==> config.mk <==
export PLATFORM = sky130hd
export DESIGN_NAME = mem_bus_arbiter
export DESIGN_NICKNAME = d
export VERILOG_FILES = /design/src/rtl/mem_bus_arbiter.sv
export SDC_FILE = /design/constraint.sdc
export NUM_CORES = 1
export LEC_CHECK = 0
export ABC_CLOCK_PERIOD_IN_PS = 1830
export CORE_MARGIN = 2
export CORE_UTILIZATION = 23
export DETAILED_ROUTE_END_ITERATION = 10
export PLACE_DENSITY = 0.81
export SETUP_SLACK_MARGIN = 0.02
export SKIP_CTS_REPAIR_TIMING = 1
export SYNTH_ARGS = -nofsm -noshare
export SYNTH_HDL_FRONTEND = slang
export SYNTH_SLANG_ARGS = --single-unit
==> constraint.sdc <==
create_clock -name clk -period 1.83 [get_ports clk]
set_clock_uncertainty 0.05 [all_clocks]
set_input_delay 0.2745 -clock clk [delete_from_list [all_inputs] [get_ports clk]]
set_output_delay 0.2745 -clock clk [all_outputs]
set_load 0.005 [all_outputs]
==> src/rtl/mem_bus_arbiter.sv <==
// Two-master arbiter in front of a single-port RAM: registered grant, round-robin on ties, MAX_HOLD preemption.
// Define MEM_ARB_FIXED_PRIO_EN to make M0 always win contention and be exempt from preemption.
module mem_bus_arbiter #(
    parameter int ADDR_W   = 9,
    parameter int DATA_W   = 16,
    parameter int MAX_HOLD = 4
) (
    input  logic              clk,
    input  logic              reset,
    input  logic [1:0]        m0_cmd,
    input  logic [ADDR_W-1:0] m0_addr,
    input  logic [DATA_W-1:0] m0_wdata,
    output logic              m0_gnt,
    output logic              m0_rvalid,
    output logic [DATA_W-1:0] m0_rdata,
    input  logic [1:0]        m1_cmd,
    input  logic [ADDR_W-1:0] m1_addr,
    input  logic [DATA_W-1:0] m1_wdata,
    output logic              m1_gnt,
    output logic              m1_rvalid,
    output logic [DATA_W-1:0] m1_rdata,
    output logic [1:0]        mem_cmd,
    output logic [ADDR_W-1:0] mem_addr,
    output logic [DATA_W-1:0] mem_wdata,
    input  logic [DATA_W-1:0] mem_rdata
);

    localparam logic [1:0] CMD_NONE  = 2'b00;
    localparam logic [1:0] CMD_READ  = 2'b01;
    localparam logic [1:0] CMD_WRITE = 2'b10;

    localparam int              HOLD_W    = (MAX_HOLD > 1) ? $clog2(MAX_HOLD) : 1;
    localparam logic [HOLD_W-1:0] HOLD_LAST = HOLD_W'(MAX_HOLD - 1);

    typedef enum logic [1:0] {
        IDLE = 2'b00,
        OWN0 = 2'b01,
        OWN1 = 2'b10
    } state_t;

    state_t              state_reg, state_next;
    logic                last_owner_reg, last_owner_next;  // 0 = M0, 1 = M1
    logic [HOLD_W-1:0]   hold_cnt_reg, hold_cnt_next;
    logic                rd_pend_reg;
    logic                rd_owner_reg;

    logic [1:0]          cmd_in [2];
    logic [1:0]          req;
    logic [1:0]          gnt;
    logic [1:0]          rvalid;
    logic [DATA_W-1:0]   rdata [2];
    logic                hold_full;
    logic                tie_to_m1;
    logic                preempt0;
    logic                preempt1;

    assign cmd_in[0] = m0_cmd;
    assign cmd_in[1] = m1_cmd;

    // Code 11 is not a request, so it can neither win arbitration nor reach the RAM.
    for (genvar gi = 0; gi < 2; gi++) begin : g_master
        assign req[gi]    = (cmd_in[gi] == CMD_READ) || (cmd_in[gi] == CMD_WRITE);
        assign rvalid[gi] = rd_pend_reg && (rd_owner_reg == 1'(gi));
        assign rdata[gi]  = rvalid[gi] ? mem_rdata : '0;
    end

    assign gnt[0]    = (state_reg == OWN0);
    assign gnt[1]    = (state_reg == OWN1);
    assign m0_gnt    = gnt[0];
    assign m1_gnt    = gnt[1];
    assign m0_rvalid = rvalid[0];
    assign m1_rvalid = rvalid[1];
    assign m0_rdata  = rdata[0];
    assign m1_rdata  = rdata[1];

    assign hold_full = (hold_cnt_reg == HOLD_LAST);

`ifdef MEM_ARB_FIXED_PRIO_EN
    assign tie_to_m1 = 1'b0;
    assign preempt0  = 1'b0;
`else
    assign tie_to_m1 = ~last_owner_reg;
    assign preempt0  = req[1] & hold_full;
`endif
    assign preempt1  = req[0] & hold_full;

    always_comb begin
        state_next      = state_reg;
        last_owner_next = last_owner_reg;
        hold_cnt_next   = hold_cnt_reg;
        case (state_reg)
            IDLE: begin
                if (req[0] && req[1]) begin
                    state_next = tie_to_m1 ? OWN1 : OWN0;
                end else if (req[0]) begin
                    state_next = OWN0;
                end else if (req[1]) begin
                    state_next = OWN1;
                end
            end
            OWN0: begin
                last_owner_next = 1'b0;
                if (!req[0]) begin
                    state_next = req[1] ? OWN1 : IDLE;
                end else if (preempt0) begin
                    state_next = OWN1;
                end
            end
            OWN1: begin
                last_owner_next = 1'b1;
                if (!req[1]) begin
                    state_next = req[0] ? OWN0 : IDLE;
                end else if (preempt1) begin
                    state_next = OWN0;
                end
            end
            default: state_next = IDLE;
        endcase

        // Saturating run length of the current ownership stint.
        if ((state_next != state_reg) || (state_reg == IDLE)) begin
            hold_cnt_next = '0;
        end else if (!hold_full) begin
            hold_cnt_next = hold_cnt_reg + HOLD_W'(1);
        end
    end

    always_comb begin
        mem_cmd   = CMD_NONE;
        mem_addr  = '0;
        mem_wdata = '0;
        if (gnt[0]) begin
            mem_cmd   = req[0] ? m0_cmd : CMD_NONE;
            mem_addr  = m0_addr;
            mem_wdata = m0_wdata;
        end else if (gnt[1]) begin
            mem_cmd   = req[1] ? m1_cmd : CMD_NONE;
            mem_addr  = m1_addr;
            mem_wdata = m1_wdata;
        end
    end

    always_ff @(posedge clk) begin
        if (reset) begin
            state_reg      <= IDLE;
            last_owner_reg <= 1'b1;
            hold_cnt_reg   <= '0;
            rd_pend_reg    <= 1'b0;
            rd_owner_reg   <= 1'b0;
        end else begin
            state_reg      <= state_next;
            last_owner_reg <= last_owner_next;
            hold_cnt_reg   <= hold_cnt_next;
            rd_pend_reg    <= (mem_cmd == CMD_READ);
            rd_owner_reg   <= gnt[1];
        end
    end

endmodule

Yosys cells after proc, flatten, opt, wreduce, memory -nomap -nowiden
Cells that the tools add are included.
{ "word_totals": {"regBits": 7, "latch_bits": 0, "mem_bits_rw": 0, "romBits": 0, "in_bits": 72, "out_inout_bits": 63, "wordCells": 49, "memories": 0} }
{ "op_classes": {"n_addsub": 1, "n_mul": 0, "div": 0, "magnitude_cmp": 0, "eq_ne": 9, "shifts": 0, "n_mux": 22, "n_bitwise": 3, "reduce_logical": 9} }
{ "ops": {"columns": ["cell", "n"], "rows": [
  ["$mux W16", 4],
  ["$mux W2", 13],
  ["$mux W9", 2],
  ["$eq A2 B1 Y1 const B", 4],
  ["$eq A2 B2 Y1 const B", 4],
  ["$pmux W2 S3", 1],
  ["$logic_and A1 B1 Y1", 3],
  ["$logic_or A1 B1 Y1", 3],
  ["$add A2 B1 Y2 const B", 1],
  ["$and A1 B1 Y1", 2],
  ["$logic_not A2 Y1", 1],
  ["$ne A2 B2 Y1", 1],
  ["$pmux W1 S2", 1],
  ["$reduce_bool A2 Y1", 1],
  ["$reduce_or A2 Y1", 1],
  ["$mux W1", 1],
  ["$not A1 Y1", 1]
]} }

Logic depth before layout (Yosys ltp)
{ "depth": {"ltp_word": 9, "mapped_depth": 7, "ltp_nobuf": 7} }

Least setup slack after synthesis
No wires, ideal clock.
{ "synth_path": {"path_type": "register -> output", "startpoint": "register state_reg[1]", "endpoint": "output mem_addr[0]", "arrival_time_ps": 1664, "required_time_ps": 1505, "setup_slack_ps": -158, "path_stages_with_launch": 8, "n_path_buf": 3, "path_cell_list": "dfxtp_1 > inv_1 > ha_1 > clkbuf_1 > nor2b_1 > buf_2 > buf_1 > a22o_1"} }
{ "synth_between": {"word_cells_on_any_way": 4, "cone_classes": "eq/ne: 2; mux: 2"} }
{ "synth_rtl": {"columns": ["item", "line", "source"], "rows": [
  ["from (decl)", "41", "state_t state_reg, state_next;"],
  ["from (signal assigned)", "151", "state_reg <= state_next;"],
  ["$eq A2 B1 Y1", "67", "assign gnt[0] = (state_reg == OWN0);"],
  ["net m0_gnt", "13", "output logic m0_gnt,"],
  ["$mux W9", "132", "if (gnt[0]) begin"],
  ["to (decl)", "23", "output logic [ADDR_W-1:0] mem_addr,"]
]} }
The timed path passes the listed nets, and every way through them passes these cells.

Worst setup path after layout
{ "layout_path": {"startpoint": "register state_reg[0]", "endpoint": "output mem_wdata[6]"} }
{ "layout_between": {"elab_chain_len": 3, "word_cells_on_any_way": 4, "cone_classes": "eq/ne: 2; mux: 2"} }
{ "layout_rtl": {"columns": ["item", "line", "source"], "rows": [
  ["$eq A2 B2 Y1", "68", "assign gnt[1] = (state_reg == OWN1);"],
  ["$mux W16", "136", "end else if (gnt[1]) begin"],
  ["$mux W16 *", "132", null],
  ["to (decl)", "24", "output logic [DATA_W-1:0] mem_wdata,"]
]} }
Every way passes the cells marked *; elsewhere a longest branch is shown, timed or not.

==> results.cfg <==
[final_layout]
diodes = 0
final_util_pct = 71.3
layout-drive-gt1-share_pct = 33.9
layout_common_cells = clkdlybuf4s50_1, buf_4, a22o_1
layout_commonest_cell = clkdlybuf4s50_1
area_delta_synth_final_pct = 204
nNetsFinal = 392
fillers = 336

[synth]
synth_edf_count = 0
syn-num-nets = 211
ys_ff_latch = 7
synth.distinct_cells = 32
postSynth.asyncResetShare_pct = 0
syn_avg_cell_area_um2 = 7.76
synthFlopType = dfxtp_1
yosysWarnings = 0
synth_area_um2 = 1010
syn_inst = 130
synth_seq_area_share_pct = 13.9

[worst_setup_path]
worstSetupEndpointType = output port
required_ps = 1510
start_kind = register
cp.arrival_ps = 1740
crit_fanout = 4
crit_path_top_delay_cell = dfxtp_4
crit_chain = inv_4 -> ha_4 -> nor2b_4 -> buf_6 -> buf_12 -> buf_4 -> buf_4 -> a22o_1 -> clkbuf_2
path_buf_inv = 6
path_delay_family = buffers and inverters
critPathKind = register to output port
cp.depth = 9
critPathMaxStageDelay_ps = 370
cpMostUsedCell = buf_4
reg2regPathDepth = 8

[detailed_routing]
drt-total-wl_um = 6040
first_iter_violations = 72
wl_per_cell_um = 16.7
dr.pass1.iters = 4
vias = 1715
post_drt_via_cell_ratio = 4.74
ant_nets = 0
remaining_drc_errors = 0

[grt]
grt-ovfl-total = 0
antenna_found_initial = 0
grt_max_degree = 32
grt_usage_pct = 17.5
grt_first_pass_wirelength_um = 7150
grt_pass1_vias = 1471

[pwr]
switchingPower_w = 0.000727
p_leak_nw = 1.77
swShare_pct = 35.6
vdd_drop_max_mv = 0.598
p_seq_share_pct = 11.2
clkPwrFrac_pct = 11.3
p_comb_share_pct = 77.4
p_int_w = 0.00131
power.density_nw_per_um2 = 666

[run_status]
violations = negative setup slack
status = finished with violations

[clocking]
clockRootBuffer = clkbuf_8
path_clk_slew_ps = 40
h-tree-depth = 1
cts_max_path_buffers = 2
cts_buffers = 3
clk_latency_ps = 240
cts.sinks = 7
tritoncts = built

[floorplanning]
core_region_area_um2 = 4290
die_area_um2 = 4930
ios = 135
fp.dieW_um = 70.2
die_h_um = 70.2
start_util_pct = 23.5
std_cell_rows = 24

[placed_design]
post-place-ws_ps = -496
hpwl_um = 3730
io_buffers = 134
place_congestion = 0.879

[sta]
timing.fmax_ghz = 0.484
tns_ps = -2070
grt_setup_unrepaired = yes
setup_viol = 25
slew_violations = 0
relSlewSlack_pct = 77.6
timing.final.crit_share_pct = 113
worstMarginPinSlew_ps = 335
hold_violations = 0
setup_slack_ps = -238
period_needed_ps = 2070

[run]
drv_cap = 0

[min_path]
hold_depth = 2
min_path_type = register to register
## power groups by stage
stage          clock (W)  sequential [W]  combinational (W)
2_1_floorplan          0        0.000213           0.000455
3_3_place_gp           0        0.000210            0.00112
3_5_place_dp           0        0.000211            0.00113
4_1_cts         0.000227        0.000208            0.00114
5_1_grt         0.000235        0.000236            0.00167
6_report        0.000232        0.000229            0.00158
## stage by stage
| step | cells | hold slack [ps] | area, µm² | total power, W |
|---|---|---|---|---|
| after floorplan | 130 | 296 | 1010 | 0.000668 |
| after global placement | 324 | 512 | 2520 | 0.00133 |
| after detailed placement | 324 | 519 | 2520 | 0.00135 |
| after CTS | 328 | 526 | 2560 | 0.00158 |
| after global routing | 362 | 562 | 3060 | 0.00214 |
| final | 362 | 546 | 3060 | 0.00204 |
## kinds of logic after synthesis
| logic type | count (synthesis) | synth area share (%) |
|---|---|---|
| AOI/OAI and AO/OA | 42 | 34.4 |
| xor gates and xnor gates | 1 | 0.869 |
| adders and majority gates | 9 | 11.2 |
| buffers and inverters | 19 | 7.94 |
| DFF | 7 | 13.9 |
| muxes | 1 | 0.993 |
| and+or+nand+nor | 51 | 30.8 |
## area by class of cell
class / instances / area (µm²) / area share, %
clock buffers: 3 / 41.3 / 1.35
clock inverters: 1 / 5.00 / 0.163
inverters: 9 / 38.8 / 1.27
multi-input cells: 104 / 912 / 29.8
flip-flops and latches: 7 / 153 / 4.98
well taps: 52 / 65.1 / 2.12
repair buffers: 186 / 1850 / 60.3
## worst paths after layout
kind | startpoint | slack, ps | to
worst min register to register | hold_cnt_reg[1] | 550 | hold_cnt_reg[1]
worst min-delay path | hold_cnt_reg[1] | 550 | hold_cnt_reg[1]
worst max register to register | state_reg[0] | -20 | hold_cnt_reg[1]
worst max-delay path | state_reg[0] | -240 | mem_wdata[6]
## routing by layer
layer	global-route usage, %	wire, µm
met1	21.2	2560
met2	31.9	3120
met3	3.17	272
met4	4.06	86
met5	0	0
## Yosys cell counts (2+ instances only)
master    count  area share (%)
nor2_1        2            0.74
ha_1          9              11
buf_1         2            0.74
inv_1         9             3.3
nor2b_1       5             3.1
and2_1       17              11
a22o_1       27              23
nand2_1       2            0.74
and3_1       17              11
clkbuf_1      6             2.2
nor4_1        2             1.2
a211o_1       2             1.7
o21ai_0       3             1.5
or2_2         2             1.2
a41oi_1       2             1.7
dfxtp_1       7              14
## worst min-delay path, cell delays in order, from the launching register on
cell and delay, ps:
dfxtp_1 310, mux2i_1 180, nor4_2 50
No activity file was read; power rests on OpenSTA's default activity.
